### src/rtl/pending_request_encoder.sv
// pending_request_encoder
//   Latches single-cycle request pulses into a pending register and hands out
//   the highest pending index (MSB = highest priority) through a registered
//   valid/ready output stage, one index per accepted transfer.
//   Optional feature macro: PENDING_OVERFLOW_EN adds sticky per-line overflow
//   flags (overflow) and their clear input (overflow_clear).
module pending_request_encoder #(
   parameter int unsigned NUM_INPUTS = 16
) (
   input  logic                          clk,
   input  logic                          rst_n,
   input  logic [NUM_INPUTS-1:0]         req,
   output logic                          out_valid,
   input  logic                          out_ready,
   output logic [$clog2(NUM_INPUTS)-1:0] out_index,
   output logic [NUM_INPUTS-1:0]         pending,
`ifdef PENDING_OVERFLOW_EN
   input  logic                          overflow_clear,
   output logic [NUM_INPUTS-1:0]         overflow,
`endif
   output logic                          busy
);

   localparam int unsigned NUM_OUTPUTS = $clog2(NUM_INPUTS);

   logic [NUM_INPUTS-1:0]  r_pending;
   logic                   r_out_valid;
   logic [NUM_OUTPUTS-1:0] r_out_index;

   logic                   w_load;
   logic                   w_any;
   logic [NUM_OUTPUTS-1:0] w_top_idx;
   logic [NUM_INPUTS-1:0]  w_claim;
   logic [NUM_INPUTS-1:0]  w_pending_d;

   // Output stage may take a new index when empty or when being drained.
   assign w_load = ~r_out_valid | out_ready;
   assign w_any  = |r_pending;

   // Priority encode the registered pending bits; the ascending scan lets the
   // highest set bit win.
   always_comb begin
      w_top_idx = '0;
      for (int i = 0; i < int'(NUM_INPUTS); i++) begin
         if (r_pending[i]) begin
            w_top_idx = NUM_OUTPUTS'(i);
         end
      end
   end

   // Claim the encoded bit when it moves into the output stage; a new request
   // on the same line re-sets it so the index is delivered again.
   always_comb begin
      w_claim = '0;
      for (int i = 0; i < int'(NUM_INPUTS); i++) begin
         if (w_load && w_any && (w_top_idx == NUM_OUTPUTS'(i))) begin
            w_claim[i] = 1'b1;
         end
      end
      w_pending_d = (r_pending & ~w_claim) | req;
   end

   // Pending register and registered output stage.
   always_ff @(posedge clk or negedge rst_n) begin
      if (!rst_n) begin
         r_pending   <= '0;
         r_out_valid <= 1'b0;
         r_out_index <= '0;
      end else begin
         r_pending <= w_pending_d;
         if (w_load) begin
            if (w_any) begin
               r_out_valid <= 1'b1;
               r_out_index <= w_top_idx;
            end else begin
               r_out_valid <= 1'b0;
            end
         end
      end
   end

`ifdef PENDING_OVERFLOW_EN
   logic [NUM_INPUTS-1:0] r_overflow;
   logic [NUM_INPUTS-1:0] w_overflow_set;

   // A request arriving on a line already pending merges and is lost; the
   // output stage holding that index does not count as pending.
   assign w_overflow_set = req & r_pending;

   // Sticky overflow flags; a same-cycle set beats the clear.
   always_ff @(posedge clk or negedge rst_n) begin
      if (!rst_n) begin
         r_overflow <= '0;
      end else if (overflow_clear) begin
         r_overflow <= w_overflow_set;
      end else begin
         r_overflow <= r_overflow | w_overflow_set;
      end
   end

   assign overflow = r_overflow;
`endif

   assign out_valid = r_out_valid;
   assign out_index = r_out_index;
   assign pending   = r_pending;
   assign busy      = w_any | r_out_valid;

endmodule

### config.mk
export PLATFORM = sky130hd
export DESIGN_NAME = pending_request_encoder
export DESIGN_NICKNAME = d
export VERILOG_FILES = /design/src/rtl/pending_request_encoder.sv
export SDC_FILE = /design/constraint.sdc
export NUM_CORES = 1
export LEC_CHECK = 0
export BUFFER_PORTS_ARGS = -buffer_cell sky130_fd_sc_hd__buf_2
export CORE_ASPECT_RATIO = 1.4
export CORE_UTILIZATION = 50
export DETAILED_ROUTE_END_ITERATION = 6
export PLACE_DENSITY = 0.81
export SYNTH_ARGS = -nofsm -noshare
export SYNTH_HDL_FRONTEND = slang
export SYNTH_SLANG_ARGS = --single-unit
### constraint.sdc
create_clock -name clk -period 3.6 [get_ports clk]
set_input_delay 0 -clock clk [delete_from_list [all_inputs] [get_ports clk]]
set_output_delay 0 -clock clk [all_outputs]
set_load 0.03 [all_outputs]
==> results of run 1 <==
## metrics by stage
| stage | utilization (%) | area [µm²] | worst slack [ps] | std cells | power, mW |
|---|---|---|---|---|---|
| after global routing | 74.2 | 1480 | 1430 | 196 | 0.436 |
| final | 74.2 | 1480 | 1550 | 196 | 0.421 |
| after CTS | 74.2 | 1480 | 1550 | 196 | 0.419 |
| after detailed placement | 64.4 | 1290 | 1750 | 175 | 0.297 |
| after floorplan | - | 1070 | 1670 | 116 | 0.272 |
| after global placement | 64.4 | 1290 | 1770 | 175 | 0.296 |
## final timing paths
path / from / end / slack, ps / cells after the start
max: pending[4] / busy / 1550 / 4
min: out_ready / pending[15] / 30 / 3
max reg2reg: pending[10] / pending[12] / 1680 / 4
min reg2reg: out_index[3] / out_index[3] / 490 / 2
max in group asynchronous: rst_n / out_index[0] / 3110 / 2
min in group asynchronous: rst_n / pending[10] / 170 / 2
## layer usage
metal | vias to the layer above | part of all wire (%) | GRT usage, %
li1 | 546 | - | -
met1 | 516 | 43 | 33.4
met2 | 29 | 53 | 39.7
met3 | 6 | 2.7 | 2.37
met4 | 0 | 1.5 | 7.62
met5 | - | 0 | 0
## state kept, by name, summed over array words and instances (netlist names)
register / cells
out_valid: 1
out_index: 4
pending: 16
## tightest hold or removal path, cell delays in order
cell,delay (ps)
buf_2,90
nor2b_1,50
a21o_1,170
## placed cells by master, fill, tap and decap left out
cell type	netlist	layout
dlygate4sd3_1	0	17
buf_2	1	40
inv_1	1	1
nand2b_2	1	1
nor2_1	32	32
a21oi_1	5	5
or4_4	2	2
o311ai_0	1	1
nand3_1	2	2
a311oi_1	1	1
a21o_1	2	2
or3b_1	1	1
o21ai_0	4	4
a311o_1	1	1
a311oi_2	1	1
or3_1	1	1
a21boi_2	1	1
dfrtp_1	21	21
a31oi_1	13	13
nand2b_1	5	5
nor4_1	3	3
or4_1	2	2
clkbuf_1	1	1
nand4_1	1	1
a221o_2	1	1
nor2b_1	2	2
or2_1	1	1
o41a_4	1	1
clkbuf_4	0	3
nor3_1	5	5
nand2_1	3	3
## kinds of logic (layout without fill, tap and decap cells)
group | count (synthesis) | count (layout) | share of synthesized area [%]
simple gates | 61 | 61 | 28.3
compound gates | 31 | 31 | 21.3
flops | 21 | 21 | 49.2
buf+inv | 3 | 62 | 1.17
## power by group
group	leakage (nW)	switching (mW)	internal, mW
Clock	0.0150	0.0717	0.0431
Combinational	0.333	0.0326	0.0284
Sequential	0.191	0.00544	0.240
## final cells by class
cell class              instances  area share (%)
multi-input cells              92            35.8
flip-flops and latches         21            35.4
repair buffers                 57            25.0
clock buffers                   4            1.77
well taps                      21            1.77
inverters                       1           0.253
==> flow_metrics.py, run 1 <==
metrics = {
    "run_status": {
        "status": "finished clean",
    },
    "placed_design": {
        "post-dp-hpwl_mm": 1.89,
        "port_buffers": 40,
        "routabilityCongestion": 0.853,
    },
    "floorplanning": {
        "rows": 19,
        "fp.dieW_um": 41.1,
        "die_h_um": 56.7,
        "start_util_pct": 53.5,
        "ios": 41,
        "dieArea_um2": 2330,
        "core_region_area_um2": 2000,
    },
    "synth": {
        "synthTopCellsByArea": "dfrtp_1, nor2_1, a31oi_1",
        "synth_most_common_cell": "nor2_1",
        "yosysTopAreaCellShare_pct": 49.2,
        "async_flop_share_pct": 100,
        "synth_edf_count": 0,
        "synth_commonest_cells": "nor2_1, dfrtp_1, a31oi_1",
        "yosys.cell_types.count": 29,
        "netlist_area_um2": 1070,
        "seq_area_frac_synth_pct": 49.2,
        "syn_nets": 135,
        "synth-seq-cells": 21,
        "yosysWarnings": 0,
        "synth_flop_cell": "dfrtp_1",
        "synth_top_area_cell": "dfrtp_1",
        "synthesis.instances": 116,
        "synth.avg_cell_area_um2": 9.21,
    },
    "hold_path": {
        "hold_path_class": "in2reg",
    },
    "sta": {
        "final.period_utilization_pct": 56.9,
        "relSlewSlack_pct": 52.4,
        "tightest_slew_ps": 714,
        "max_freq_ghz": 0.488,
        "rsz0062_at_grt": "false",
        "skew_ps": 7.04,
        "tns_ps": 0,
        "whs_ps": 31.1,
        "min_period_ps": 2050,
        "hold_viol_final": 0,
        "slew_viol_final": 0,
        "setup_violations": 0,
    },
    "worst_setup_path": {
        "worst-path-max-fanout": 6,
        "cp_top_family": "simple AND/OR/NAND/NOR gates",
        "critical_path_arrival_ps": 2050,
        "crit_chain": "or4_1 > nor4_1 > nand2b_1 > buf_2",
        "slowest_stage": "or4_1",
        "cp.buffers_inverters": 1,
        "setup.worst_path.end_class": "output pin",
        "cp.required_ps": 3600,
        "worstSetupPathType": "reg2out",
        "max_stage_delay_ps": 640,
        "start_kind": "register",
    },
    "cells_and_area": {
        "syn_to_final_growth_pct": 38.8,
        "seq_area_um2": 526,
        "final_layout_size_suffix_gt1_share_pct": 28.6,
        "finalNetCount": 195,
        "multi_input_area_um2": 531,
        "fillers": 155,
        "antenna_cells": 0,
    },
    "clock_network": {
        "cts_max_path_buffers": 2,
        "cts_sinks": 21,
        "htree_levels": 1,
        "post_cts_buffers": 0,
        "clk_latency_ps": 300,
        "holdBufCountCts": 17,
        "cts_made_buffers": 3,
        "cts_root_buf": "clkbuf_4",
        "ctsResizeCount": 0,
        "cts_tree": "done",
        "clk_pin_slew_ps": 120,
    },
    "power_and_ir_drop": {
        "p_leak_nw": 0.539,
        "power_density_nw_per_um2": 284,
        "vdd_ir_drop_max_mv": 0.211,
    },
    "routing": {
        "ant_nets": 0,
        "drtIter0Drc": 21,
        "wl_per_cell_um": 13.6,
        "drt_first_pass_iters": 4,
        "totalWireLength_mm": 2.67,
        "route.detailed.drc": 0,
        "viasPerCell": 5.60,
        "routed-via-count": 1097,
    },
    "global_route": {
        "track_usage_pct": 24.8,
        "grt_pass1_wl_mm": 4.10,
        "grt-ovfl-total": 0,
        "grt_pass1_vias": 951,
        "antenna_found_initial": 0,
        "grt_max_degree": 22,
    },
    "flow_run": {
        "maxCapViolCount": 0,
    },
}
Power figures use the tool's default switching activity.
==> inputs of run 2 (changes only) <==
ABC_AREA = 1   (was unset)
CORE_UTILIZATION = 43   (was 50)
PLACE_DENSITY = 0.74   (was 0.81)
clock period = 1.8 ns   (was 3.6 ns; I/O delays follow)
==> run 2 against run 1 <==
Die area is 19% higher. Final cell count is 18% higher. Sequential cell count stayed put. Global-route usage is 4.8 points lower. First-iteration DRC count is 86% higher. Register-to-register slack worse by 1600 ps. Sequential share of layout area is 2.4 points lower. Non-clock buffer count is 3 higher. Synthesized cell count is 16% higher. Via count is 2.3% higher.
==> flow_metrics.py, run 2 <==
metrics = {
    "clock_network": {
        "htree_levels": 1,
        "cts_max_path_buffers": 2,
        "cts_tree": "done",
        "cts_sinks": 21,
        "clk_latency_ps": 310,
        "cts_made_buffers": 3,
        "cts_root_buf": "clkbuf_4",
        "clk_pin_slew_ps": 110,
    },
    "floorplanning": {
        "die_h_um": 61.9,
        "core_region_area_um2": 2420,
        "ios": 41,
        "dieArea_um2": 2780,
        "start_util_pct": 45.7,
        "fp.dieW_um": 44.8,
        "rows": 21,
    },
    "global_route": {
        "grt_pass1_wl_mm": 4.02,
        "antenna_found_initial": 0,
        "grt-ovfl-total": 0,
        "track_usage_pct": 19.9,
        "grt_pass1_vias": 1026,
        "grt_max_degree": 22,
    },
    "synth": {
        "synth_edf_count": 0,
        "synth_most_common_cell": "nand2_1",
        "seq_area_frac_synth_pct": 47.6,
        "yosysWarnings": 0,
        "synth-seq-cells": 21,
        "synth_top_area_cell": "dfrtp_1",
        "synthesis.instances": 135,
        "synth.avg_cell_area_um2": 8.17,
        "yosysTopAreaCellShare_pct": 47.6,
        "netlist_area_um2": 1100,
        "synth_commonest_cells": "nand2_1, dfrtp_1, inv_1",
        "synthTopCellsByArea": "dfrtp_1, nand2_1, inv_1",
        "syn_nets": 154,
        "synth_flop_cell": "dfrtp_1",
        "async_flop_share_pct": 100,
        "yosys.cell_types.count": 23,
    },
    "flow_run": {
        "maxCapViolCount": 0,
    },
    "cells_and_area": {
        "fillers": 221,
        "final_common_cell": "buf_2",
        "final_layout_size_suffix_gt1_share_pct": 35.4,
        "design_area_um2": 1590,
        "antenna_cells": 0,
        "largest_reg_flops": 16,
        "syn_to_final_growth_pct": 44.1,
        "finalNetCount": 218,
        "layout_common_cells": "buf_2, nand2_1, dfrtp_1, inv_1, dlygate4sd3_1",
    },
    "placed_design": {
        "routabilityCongestion": 0.904,
        "post-dp-hpwl_mm": 1.85,
        "port_buffers": 40,
        "place_area_um2": 1340,
        "pre_cts_slack_ps": 126,
    },
    "routing": {
        "route.detailed.drc": 0,
        "viasPerCell": 4.84,
        "ant_nets": 0,
        "totalWireLength_mm": 2.59,
        "drt_first_pass_iters": 4,
        "routed-via-count": 1122,
        "drtIter0Drc": 39,
        "wl_per_cell_um": 11.2,
    },
    "power_and_ir_drop": {
        "vdd_ir_drop_max_mv": 0.347,
        "p_leak_nw": 0.789,
        "power_density_nw_per_um2": 553,
    },
    "worst_setup_path": {
        "worst-path-max-fanout": 4,
        "worstSetupPathType": "reg2out",
        "r2r_slack_ps": 120,
        "cp.required_ps": 1800,
        "critical_path_arrival_ps": 1720,
        "start_kind": "register",
        "r2r_start": "pending[5]",
        "setup.worst_path.end_class": "output pin",
        "r2r_end": "pending[12]",
        "worstRegToRegCells": 10,
    },
    "sta": {
        "skew_ps": 1.22,
        "relSlewSlack_pct": 69.0,
        "tightest_slew_ps": 465,
        "rsz0062_at_grt": "true",
        "min_period_ps": 1720,
        "hold_viol_final": 0,
        "slew_viol_final": 0,
        "final.period_utilization_pct": 95.6,
        "setup_slack_ps": 79.7,
        "setup_violations": 0,
        "max_freq_ghz": 0.581,
    },
    "hold_path": {
        "hold_path_class": "in2async",
    },
    "run_status": {
        "status": "finished clean",
    },
}
[run 2: changes by cell type in the layout (fill, tap and decap cells not counted), moves of 4 or more]
| cell | change |
|---|---|
| nand2_1 | +29 |
| nor2_1 | -25 |
| inv_1 | +18 |
| a31oi_1 | -12 |
| inv_2 | +9 |
| nand3_1 | +6 |
| o21bai_1 | +6 |
| nand2b_1 | -5 |
| a21oi_1 | -4 |
[run 2: critical path: stages, from the launching register on]
cell and delay [ps]:
dfrtp_1 440, nor2_2 140, nand3_2 120, inv_1 70
nand2_1 90, or3_1 360, buf_2 180
[run 2: where the power goes]
group / switching, mW / internal, mW / total (mW)
combinational: 0.0908 / 0.0672 / 0.158
sequential: 0.00883 / 0.484 / 0.493
clock: 0.142 / 0.0867 / 0.229
[run 2: stage by stage]
step	power, mW	hold slack (ps)	utilization, %	TNS, ps	instances
after CTS	0.877	179	64.0	0	230
after global placement	0.621	-23.3	55.5	0	208
after floorplan	0.572	-296	-	0	135
after detailed placement	0.623	-18.5	55.5	0	208
final	0.880	163	65.8	0	232
after global routing	0.915	205	65.8	-82.7	232
[run 2: worst max-delay path by stage]
stage                startpoint          end  slack (ps)
detailed placement   pending[2]   pending[7]         130
global route         pending[2]   pending[7]         -30
CTS                 pending[15]         busy          80
finish               pending[5]         busy          80
floorplan            pending[2]  pending[11]         170
global placement     pending[2]   pending[7]         120
[run 2: timing repair]
item,4_1_cts,5_1_grt
endpoints found under the setup margin,0,5
hold buffers,18,0
buffers inserted,0,2
resized for setup,0,7
endpoints found under the hold margin,38,0
[run 2: cells by family (layout without fill, tap and decap cells)]
logic type	count (synthesis)	in the layout	synth area share [%]
DFF	21	21	47.6
AOI/OAI and AO/OA	16	16	11.2
and+or+nand+nor	68	68	30.8
buffers and inverters	30	93	10.3
[run 2: per-layer routing]
metal,vias up,wire length (µm),GRT usage (%)
met5,-,0,0
li1,554,-,-
met1,525,1100,23.3
met4,0,83,12.6
met2,32,1340,34.9
met3,11,70,1.73
[run 2: area by class of cell]
cell class                 instances  area (µm²)  share of cell area, %
clock buffer                       4        26.3                   1.65
inverter                          29         111                   7.00
multi-input combinational         84         489                   30.8
sequential                        21         526                   33.0
tap                               34        42.5                   2.68
timing repair buffer              60         395                   24.9
==> inputs of run 3 (changes only) <==
CORE_MARGIN = 1.5   (was unset)
PLACE_DENSITY = unset   (was 0.74)
PLACE_DENSITY_LB_ADDON = 0.05   (was unset)
==> run 3 against run 2 <==
Setup slack lost 4.0 ps. Combinational power barely moved. Count of clock-buffer cells in the layout is 1 lower. Die area rose by 3.9%. First-iteration DRC count is 2.6% lower. Global-route usage down 0.62 points. Clock power about the same. Fmax decreased by 0.23%. Sequential power about the same. Largest power group unchanged.
==> flow_metrics.py, run 3 (synthesis results as in run 2) <==
metrics = {
    "cells_and_area": {
        "finalNetCount": 218,
        "antenna_cells": 0,
        "fillers": 228,
        "final_common_cell": "buf_2",
        "layout_common_cells": "buf_2, nand2_1, dfrtp_1, inv_1, dlygate4sd3_1",
        "design_area_um2": 1600,
        "fin_cells": 232,
        "largest_reg_flops": 16,
        "utilization_pct": 66.1,
        "final_layout_size_suffix_gt1_share_pct": 35.9,
        "seq_area_um2": 527,
        "syn_to_final_growth_pct": 44.8,
        "multi_input_area_um2": 494,
    },
    "run_status": {
        "status": "finished clean",
    },
    "sta": {
        "setup_slack_ps": 75.6,
        "relSlewSlack_pct": 68.9,
        "whs_ps": 162,
        "tightest_slew_ps": 466,
        "final.period_utilization_pct": 95.8,
        "max_freq_ghz": 0.580,
        "skew_ps": 3.80,
        "min_period_ps": 1720,
        "tns_ps": 0,
        "hold_viol_final": 0,
        "setup_violations": 0,
        "slew_viol_final": 0,
    },
    "placed_design": {
        "routabilityCongestion": 0.824,
        "pre_cts_slack_ps": 133,
        "place_area_um2": 1340,
        "post-dp-hpwl_mm": 1.92,
        "place_inst": 208,
        "port_buffers": 40,
    },
    "floorplanning": {
        "start_util_pct": 45.7,
        "fp.dieW_um": 45.8,
        "die_h_um": 62.9,
        "core_region_area_um2": 2420,
        "ios": 41,
        "dieArea_um2": 2880,
        "rows": 21,
    },
    "worst_setup_path": {
        "start_kind": "register",
        "setup.worst_path.end_class": "output pin",
        "slowest_stage": "dfrtp_1",
        "crit_chain": "nor2_1 > nand3_2 > nor2_4 > inv_2 > or3_1 > buf_2",
        "r2r_start": "pending[8]",
        "worstRegToRegCells": 11,
        "worstSetupPathType": "reg2out",
        "max_stage_delay_ps": 410,
        "r2r_slack_ps": 140,
        "cp.required_ps": 1800,
        "r2r_end": "pending[7]",
        "critical_path_arrival_ps": 1720,
        "worst-path-max-fanout": 3,
    },
    "clock_network": {
        "cts_tree": "done",
        "htree_levels": 1,
        "clk_latency_ps": 310,
        "cts_sinks": 21,
        "cts_root_buf": "clkbuf_4",
        "clk_pin_slew_ps": 120,
        "cts_made_buffers": 3,
        "cts_max_path_buffers": 2,
    },
    "global_route": {
        "grt-ovfl-total": 0,
        "track_usage_pct": 19.3,
        "grt_pass1_wl_mm": 4.20,
        "grt_pass1_vias": 983,
        "antenna_found_initial": 0,
        "grt_max_degree": 22,
    },
    "power_and_ir_drop": {
        "p_leak_nw": 0.788,
        "vdd_ir_drop_max_mv": 0.437,
        "power_mw": 0.881,
        "power_density_nw_per_um2": 551,
    },
    "routing": {
        "ant_nets": 0,
        "routed-via-count": 1095,
        "viasPerCell": 4.72,
        "totalWireLength_mm": 2.58,
        "route.detailed.drc": 0,
        "drt_first_pass_iters": 4,
        "wl_per_cell_um": 11.1,
        "drtIter0Drc": 38,
    },
    "flow_run": {
        "maxCapViolCount": 0,
    },
    "hold_path": {
        "hold_path_class": "in2async",
    },
}
## run 3: changes by cell type in the layout (fill, tap and decap cells not counted), sizes merged
cell    change
clkbuf      -1
clkinv      +1
## run 3: area by class of cell
type	count	share of cell area [%]
Tap cell	34	2.66
Timing Repair Buffer	60	24.7
Clock buffer	3	1.41
Multi-Input combinational cell	84	30.9
Inverter	29	6.97
Clock inverter	1	0.313
Sequential cell	21	33.0
## run 3: power breakdown
| group | switching (mW) | internal [mW] |
|---|---|---|
| combinational | 0.0891 | 0.0681 |
| clock | 0.148 | 0.0830 |
| sequential | 0.00862 | 0.484 |
| total | 0.245 | 0.635 |
## run 3: layer usage
layer / part of all wire (%) / global-route usage, %
met1: 43 / 24.1
met2: 52 / 33.3
met3: 3.8 / 2.60
met4: 0.97 / 5.36
met5: 0 / 0
## run 3: critical path, delay by kind of cell, from the launching register on
kind | cells | cell delay [ps]
and+or+nand+nor | 4 | 780
DFF | 1 | 410
buffers and inverters | 2 | 230
## run 3: worst max path at each step
stage                     startpoint     endpoint  slack, ps  cells past startpoint
after floorplan           pending[2]  pending[11]        170                     18
after global placement    pending[2]   pending[7]        130                     18
after detailed placement  pending[2]   pending[7]        130                     18
after CTS                 pending[5]         busy         50                      6
after global routing      pending[4]         busy         -9                      6
final                     pending[8]         busy         80                      6
## run 3: repair_timing
| item | in CTS | in global routing |
|---|---|---|
| gates resized for setup | 0 | 9 |
| hold buffers | 18 | 0 |
| endpoints found under the hold margin | 38 | 0 |
| endpoints found under the setup margin | 0 | 9 |
| setup buffers | 0 | 2 |
